## config.mk

```make
export PLATFORM = sky130hd
export DESIGN_NAME = lcd_bus_receiver
export DESIGN_NICKNAME = d
export VERILOG_FILES = /design/src/rtl/lcd_bus_receiver.sv
export SDC_FILE = /design/constraint.sdc
export NUM_CORES = 1
export LEC_CHECK = 0
export CORE_MARGIN = 4
export CORE_UTILIZATION = 51
export CTS_CLUSTER_DIAMETER = 30
export DETAILED_ROUTE_END_ITERATION = 12
export PLACE_DENSITY = 0.69
export SLEW_MARGIN = 10
export SYNTH_ARGS = -nofsm -noshare
export SYNTH_HDL_FRONTEND = slang
export SYNTH_SLANG_ARGS = --single-unit
```

## constraint.sdc

```tcl
create_clock -name clk -period 2.1 [get_ports clk]
set_clock_uncertainty 0.2 [all_clocks]
set_input_delay 0.525 -clock clk [delete_from_list [all_inputs] [get_ports clk]]
set_output_delay 0.525 -clock clk [all_outputs]
set_load 0.005 [all_outputs]
```

## src/rtl/lcd_bus_receiver.sv

```systemverilog
// rtl/lcd_bus_receiver.sv - HD44780-style bus receiver with 32-cell DDRAM
//
// Purpose: decodes driver bus transactions (committed on the falling edge of
// enableIn) into display-control state and a 2x16 character DDRAM.
// Ports:
//   clk, rst        clock, asynchronous active-low reset
//   dataIn[7:0]     bus data; RS selects command (0) / character (1)
//   RW              read request (unsupported, flagged as error)
//   enableIn        bus enable; falling edge commits a transaction
//   rdAddr[4:0]     display-cell read address (0-15 top, 16-31 bottom)
//   rdChar[7:0]     registered DDRAM[rdAddr]
//   cursorPos[4:0]  current write position
//   displayOn, cursorOn, blinkOn  display-control flags
//   busy            high while the clear sweep runs
//   charWr          one-cycle pulse per committed character write
//   errFlag         sticky protocol-error flag
module lcd_bus_receiver #(
  parameter logic [7:0] CLR_VALUE = 8'h20
) (
  input  logic       clk,
  input  logic       rst,
  input  logic [7:0] dataIn,
  input  logic       RS,
  input  logic       RW,
  input  logic       enableIn,
  input  logic [4:0] rdAddr,
  output logic [7:0] rdChar,
  output logic [4:0] cursorPos,
  output logic       displayOn,
  output logic       cursorOn,
  output logic       blinkOn,
  output logic       busy,
  output logic       charWr,
  output logic       errFlag
);

  typedef enum logic {ST_IDLE, ST_CLEAR} state_t;

  state_t      r_state;
  state_t      w_state_next;
  logic        r_en_q;
  logic [4:0]  r_cursor;
  logic [4:0]  r_clr_idx;
  logic        r_entry_inc;
  logic        r_disp;
  logic        r_curs;
  logic        r_blink;
  logic        r_char_wr;
  logic        r_err;
  logic [7:0]  r_rd_char;
  logic [7:0]  r_ddram [32];

  logic        w_strobe;
  logic        w_busy;
  logic        w_accept;
  logic        w_cmd;
  logic        w_data_wr;
  logic        w_clr_cmd;
  logic [6:0]  w_addr;
  logic        w_addr_top;
  logic        w_addr_bot;
  logic        w_addr_bad;

  // en_q resets to 0, so after reset release a strobe needs a fresh high-then-low.
  assign w_strobe   = r_en_q & ~enableIn;
  assign w_busy     = (r_state == ST_CLEAR);
  assign w_accept   = w_strobe & ~RW & ~w_busy;
  assign w_cmd      = w_accept & ~RS;
  assign w_data_wr  = w_accept & RS;
  assign w_clr_cmd  = w_cmd & (dataIn == 8'h01);

  // Set-DDRAM-address: line 1 is 0x00-0x0F, line 2 is 0x40-0x4F.
  assign w_addr     = dataIn[6:0];
  assign w_addr_top = dataIn[7] & (w_addr[6:4] == 3'b000);
  assign w_addr_bot = dataIn[7] & (w_addr[6:4] == 3'b100);
  assign w_addr_bad = dataIn[7] & ~w_addr_top & ~w_addr_bot;

  always_ff @(posedge clk or negedge rst) begin
    if (!rst) r_state <= ST_IDLE;
    else      r_state <= w_state_next;
  end

  always_comb begin
    w_state_next = r_state;
    case (r_state)
      ST_IDLE:  if (w_clr_cmd) w_state_next = ST_CLEAR;
      ST_CLEAR: if (r_clr_idx == 5'd31) w_state_next = ST_IDLE;
      default:  w_state_next = ST_IDLE;
    endcase
  end

  always_ff @(posedge clk or negedge rst) begin
    if (!rst) begin
      for (int i = 0; i < 32; i++) r_ddram[i] <= CLR_VALUE;
      r_en_q      <= 1'b0;
      r_cursor    <= 5'd0;
      r_clr_idx   <= 5'd0;
      r_entry_inc <= 1'b1;
      r_disp      <= 1'b0;
      r_curs      <= 1'b0;
      r_blink     <= 1'b0;
      r_char_wr   <= 1'b0;
      r_err       <= 1'b0;
      r_rd_char   <= 8'd0;
    end else begin
      r_en_q    <= enableIn;
      r_char_wr <= w_data_wr;
      // Nonblocking read: a same-cycle write to this cell returns the old value.
      r_rd_char <= r_ddram[rdAddr];

      if ((w_strobe & (RW | w_busy)) | (w_cmd & w_addr_bad))
        r_err <= 1'b1;

      if (w_busy) begin
        r_ddram[r_clr_idx] <= CLR_VALUE;
        r_clr_idx          <= r_clr_idx + 5'd1;
      end

      if (w_data_wr) begin
        r_ddram[r_cursor] <= dataIn;
        r_cursor          <= r_entry_inc ? r_cursor + 5'd1 : r_cursor - 5'd1;
      end

      if (w_cmd) begin
        casez (dataIn)
          8'b1???_????: begin
            if (w_addr_top)      r_cursor <= w_addr[4:0];
            else if (w_addr_bot) r_cursor <= {1'b1, w_addr[3:0]};
          end
          8'b01??_????, 8'b001?_????, 8'b0001_????: begin
          end
          8'b0000_1???: begin
            r_disp  <= dataIn[2];
            r_curs  <= dataIn[1];
            r_blink <= dataIn[0];
          end
          8'b0000_01??: r_entry_inc <= dataIn[1];
          8'b0000_001?: r_cursor    <= 5'd0;
          8'b0000_0001: begin
            r_cursor    <= 5'd0;
            r_entry_inc <= 1'b1;
            r_clr_idx   <= 5'd0;
          end
          default: begin
          end
        endcase
      end
    end
  end

  assign rdChar    = r_rd_char;
  assign cursorPos = r_cursor;
  assign displayOn = r_disp;
  assign cursorOn  = r_curs;
  assign blinkOn   = r_blink;
  assign busy      = w_busy;
  assign charWr    = r_char_wr;
  assign errFlag   = r_err;

endmodule

```

# Yosys cells after proc, flatten, opt, wreduce, memory -nomap -nowiden
# Index checks and enable logic that the tools add are counted.
[totals]
regBits = 282
output_inout_bits = 19
in_bits = 18
[op_classes]
bitwise_logic = 26
reduce_logical = 7
addsub = 3
mux = 23
n_lt_le_gt_ge = 5
eq_ne = 6
[op_table]
columns = ["op", "n"]
rows = [
  ["$mux 256", 2],
  ["$bwmux 256", 1],
  ["$and 224x224->224", 1],
  ["$not 224->224", 1],
  ["$demux 8 s5", 2],
  ["$bmux 8 s5", 1],
  ["$mux 5", 8],
  ["$mux 8", 4],
  ["$or 32x32->32", 1],
  ["$ge 6x6->1 const B", 3],
  ["$not 5->6", 3],
  ["$and 1x1->1", 12],
  ["$lt 6x1->1 const B", 2],
  ["$add 5x1->5 const B", 2],
  ["$pmux 5 s2", 1],
  ["$eq 8x1->1 const B", 1],
  ["$eq 7x1->1 const B", 1],
  ["$eq 6x1->1 const B", 1],
  ["$not 1->1", 6],
  ["$eq 5x1->1 const B", 1],
  ["$eq 5x5->1 const B", 1],
  ["$sub 5x1->5 const B", 1],
  ["$pmux 1 s2", 2],
  ["$reduce_and 2->1", 2],
  ["other kinds (7)", 10],
]

# Logic depth before layout (Yosys ltp)
[logic_depth]
ltp_word = 10
depth_mapped = 8
mapped_depth_nobuf = 7

# Worst setup path after synthesis
# No wires, ideal clock.
[synth_timing]
path_kind = "in2reg"
start = "in rdAddr[0]"
end = "reg r_rd_char[5] (netlist: rdChar[5])"
setup_time_ps = 135
t_arrival_ps = 1818
stages = 5
slack_ps = -53
cell_sequence = "buf_2 -> clkbuf_1 -> mux4_2 -> a22oi_1 -> nand4_1"
[synth_via]
elab_chain_len = 4
[synth_rtl]
columns = ["item", "line", "source"]
rows = [
  ["start: declaration", "26", "input logic [4:0] rdAddr,"],
  ["$not 5->6 (implied by the code)", "109", "r_rd_char <= r_ddram[rdAddr];"],
  ["$bmux 8 s5", "109", ""],
  ["$mux 8 (implied by the code) (2 in series)", "109", ""],
  ["end signal: assignment", "109", ""],
  ["end: declaration", "50", "logic [7:0] r_rd_char;"],
]
# Every way passes these cells. The select of a mux whose other input is x is not followed.
# A chain may end at the register's enable or synchronous reset.

# Worst setup path after layout
[layout_timing]
start = "reg r_cursor[1] (netlist: cursorPos[1])"
end = "out cursorPos[1]"
[layout_rtl]
columns = ["item", "line", "source"]
rows = [
  ["start: declaration", "42", "logic [4:0] r_cursor;"],
  ["start signal: assignment", "121", "r_cursor <= r_entry_inc ? r_cursor + 5'd1 : r_cursor - 5'd1;"],
  ["start signal: assignment", "127", "if (w_addr_top) r_cursor <= w_addr[4:0];"],
  ["start signal: assignment", "128", "else if (w_addr_bot) r_cursor <= {1'b1, w_addr[3:0]};"],
  ["end: declaration", "28", "output logic [4:0] cursorPos,"],
]
# No word-level cell between the ends.

==> key figures <==
STA
  – Fin crit period: 2060 ps
  – Fin Setup TNS: 0 ps
  – Fin. Hold Viols: 0
  – Slew headroom: 0.574
  – Final setup vio count: 0
  – Slew Viols, Final: 0
  – RSZ-0062 raised after global routing: true
  – Max frequency: 486 MHz
  – Crit share post-route: 0.981
  – Worst-Margin Slew: 636 ps

Run status
  – Run status: complete, no violations

Worst setup path
  – R2R depth: 8
  – CP endpoint kind: output pin
  – RR Startpoint: busy$_DFF_PN0_
  – WP depth: 2
  – Crit path max-delay cell type: dfrtp_1
  – Critical path class: reg -> out
  – CP required: 1370 ps
  – Worst Path Buf+Inv: 2
  – CP startpoint: cursorPos[1]$_DFF_PN0_
  – Delay of the slowest critical-path stage: 380 ps
  – Top Family by Delay on Critical Path: buffers and inverters
  – Crit-path cells: buf_4 > dlygate4sd2_1
  – CP Max Fanout: 4
  – R2r endpoint: r_ddram[112]$_DFF_PN0_
  – CP startpoint kind: register
  – R2R setup slack: 50 ps
  – CP arrival: 1330 ps
  – End of the critical path: cursorPos[1]

CTS
  – CTS tree: built
  – # H-tree levels: 3
  – Clock latency on the worst-skew pair: 540 ps
  – Clock-pin transition on the worst setup and hold timing paths: 40 ps
  – Clock Tree Root: clkbuf_16
  – CTS Buf Count: 68
  – Sink Count: 282
  – Max clock buf depth: 3

Synth
  – Top FF cell, synth: dfrtp_1
  – Synth area leader: dfrtp_1
  – Asr flop ratio synth: 1.00
  – Post-synthesis sequential area ratio: 0.507
  – Syn. warnings: 0
  – Post-Synthesis Cells: 1527
  – Avg Inst Size Synth: 9.16 µm²
  – Area share of the largest cell type after synthesis: 0.445
  – EDFF count, synth: 0
  – Synth Register Bits: 282
  – Distinct cell type count after synthesis: 40
  – Cell Area, Synth: 14000 µm²
  – Largest cells by area after synthesis: dfrtp_1 45%, nand2_1 13%, dfstp_2 6.2%
  – Post-Syn Nets: 1554

Floorplan
  – Initial Util: 0.519
  – Row count: 60
  – Chip Width: 174 µm
  – IO Count: 37
  – Core ar.: 27000 µm²
  – Die span in y: 174 µm
  – Die ar.: 30200 µm²

Routing
  – TritonRoute pass-1 iters: 6
  – Via/cell ratio: 6.04
  – Total Wirelength: 43.8 mm
  – DRC violations left: 0
  – Starting DRT DRC Count: 1402
  – Routed Antenna Nets: 0
  – Total number of vias: 12300
  – WL per Instance: 21.6 µm

Cells and area
  – Antenna cells: 0
  – Fin cells: 2031
  – Synth-to-layout area growth: 28.7%
  – Number of fill cells: 1995
  – Share of layout cells above drive strength 1: 0.214
  – Nets: 1666

Power and ir drop
  – Worst vdd ir: 966 µV
  – Pwr Total: 22.2 mW
  – Leakage power: 8.31 nW
  – P per Cell Area: 1230 nW/µm²

Place
  – GPL Wtd Cong: 0.945
  – Dpl hpwl: 27.2 mm
  – Placed cells: 1896
  – Port bufs: 36

Global route
  – All-Layer GR Usage: 0.283
  – Largest net degree at the start of global routing: 61
  – Global route total overflow: 0
  – Global-route wire length before repair: 67.8 mm
  – Vias in the first global route: 12300
  – Initial antenna violation count: 0

Flow run
  – Max-cap violations: 0

Worst hold path
  – Hold WC Path Type: in -> reg
[worst register-to-register path: stages, from the launching register on]
cell and delay, ps:
dfrtp_1 400, nor4b_4 330, buf_4 200, nand4_1 130, buf_6 170, nor3_2 160
buf_6 210, nand2_1 100, o21ai_2 90
[where the power goes]
part           total, mW  internal [mW]  switching, mW  leakage (nW)
Clock               10.5           7.30           3.16          1.13
Sequential          7.79           6.96          0.837          3.12
Combinational       3.97           1.69           2.28          4.07
[layer usage]
metal  up-vias  track usage  wire (µm)
li1       5473            -          -
met1      6029        0.372      17300
met2       633        0.461      21100
met3       137       0.0609       3710
met4         0        0.116       1750
met5         -            0          0
[how the worst min path moves through the flow]
stage,startpoint,endpoint,slack (ps),cells past startpoint
2_1_floorplan,rst,blinkOn$_DFFE_PN0P_,30,0
3_3_place_gp,rst,r_ddram[122]$_DFF_PN0_,240,1
3_5_place_dp,rst,r_ddram[122]$_DFF_PN0_,230,1
4_1_cts,dataIn[3],r_entry_inc$_DFFE_PN1P_,140,3
5_1_grt,enableIn,r_en_q$_DFF_PN0_,20,1
6_report,enableIn,r_en_q$_DFF_PN0_,20,1
[cell usage after synthesis, drive strengths merged (13+ instances only)]
| library cell | number |
|---|---|
| mux4 | 32 |
| dfrtp | 249 |
| buf | 65 |
| dfstp | 33 |
| a21oi | 49 |
| a22oi | 50 |
| nand2 | 484 |
| nor2 | 46 |
| nand3 | 116 |
| and3 | 20 |
| clkbuf | 56 |
| nand4 | 13 |
| mux2i | 67 |
| o21ai | 171 |
[cell families (layout without fill, tap and decap cells)]
group                      count (synthesis)  count (layout)  share of synthesized area
and+or+nand+nor                          718             718                      0.225
AOI/OAI and AO/OA                        277             277                      0.109
adders and majority gates                  9               9                    0.00858
muxes                                    104             104                      0.103
DFF                                      282             282                      0.507
xor gates and xnor gates                   7               7                    0.00438
buffers and inverters                    130             293                     0.0425
[state kept, by name, indices dropped and copies added, names as in the netlist]
signal / count
busy: 1
charWr: 1
r_clr_idx: 5
cursorPos: 5
cursorOn: 1
errFlag: 1
r_en_q: 1
blinkOn: 1
rdChar: 8
displayOn: 1
r_entry_inc: 1
r_ddram: 256
[layout make-up]
type	count	area, µm²	area share
repair buffers	163	1630	0.0904
well taps	341	427	0.0237
multi-input cells	1115	6510	0.361
inverters	9	33.8	0.00188
flip-flops and latches	282	7100	0.394
clock buffers	91	1980	0.110
clock inverters	30	335	0.0186
[stage by stage]
stage,setup WS [ps],hold slack (ps),util,instance area [µm²]
finish,40.6,17.9,0.668,18000
CTS,4.07,141,0.656,17700
detailed placement,-627,235,0.567,15300
global route,-86.8,16.1,0.668,18000
global placement,-533,235,0.567,15300
floorplan,2.39,29.4,-,14000
[timing repair]
| action | in CTS | in global routing |
|---|---|---|
| endpoints found under the setup margin | 34 | 219 |
| endpoints found under the hold margin | 33 | 0 |
| buffers inserted | 4 | 1 |
| hold buffers | 1 | 0 |
| pin swaps | 0 | 3 |
| gates resized for setup | 34 | 78 |
| gates cloned | 0 | 8 |
[cells in the final DEF (no fill, tap or decap), types with 14 or more instances in the layout]
master / synthesis / routed
a21oi_1: 49 / 48
a22oi_1: 50 / 50
and3_1: 20 / 14
buf_12: 0 / 18
buf_4: 10 / 87
buf_6: 1 / 18
clkbuf_16: 0 / 73
dfrtp_1: 249 / 247
dfstp_2: 33 / 33
dlygate4sd2_1: 0 / 19
mux2i_1: 67 / 67
mux4_2: 32 / 32
nand2_1: 484 / 483
nand3_1: 104 / 103
nor2_1: 46 / 36
o21ai_0: 169 / 156
o21ai_1: 2 / 14
Power figures use the tool's default switching activity.
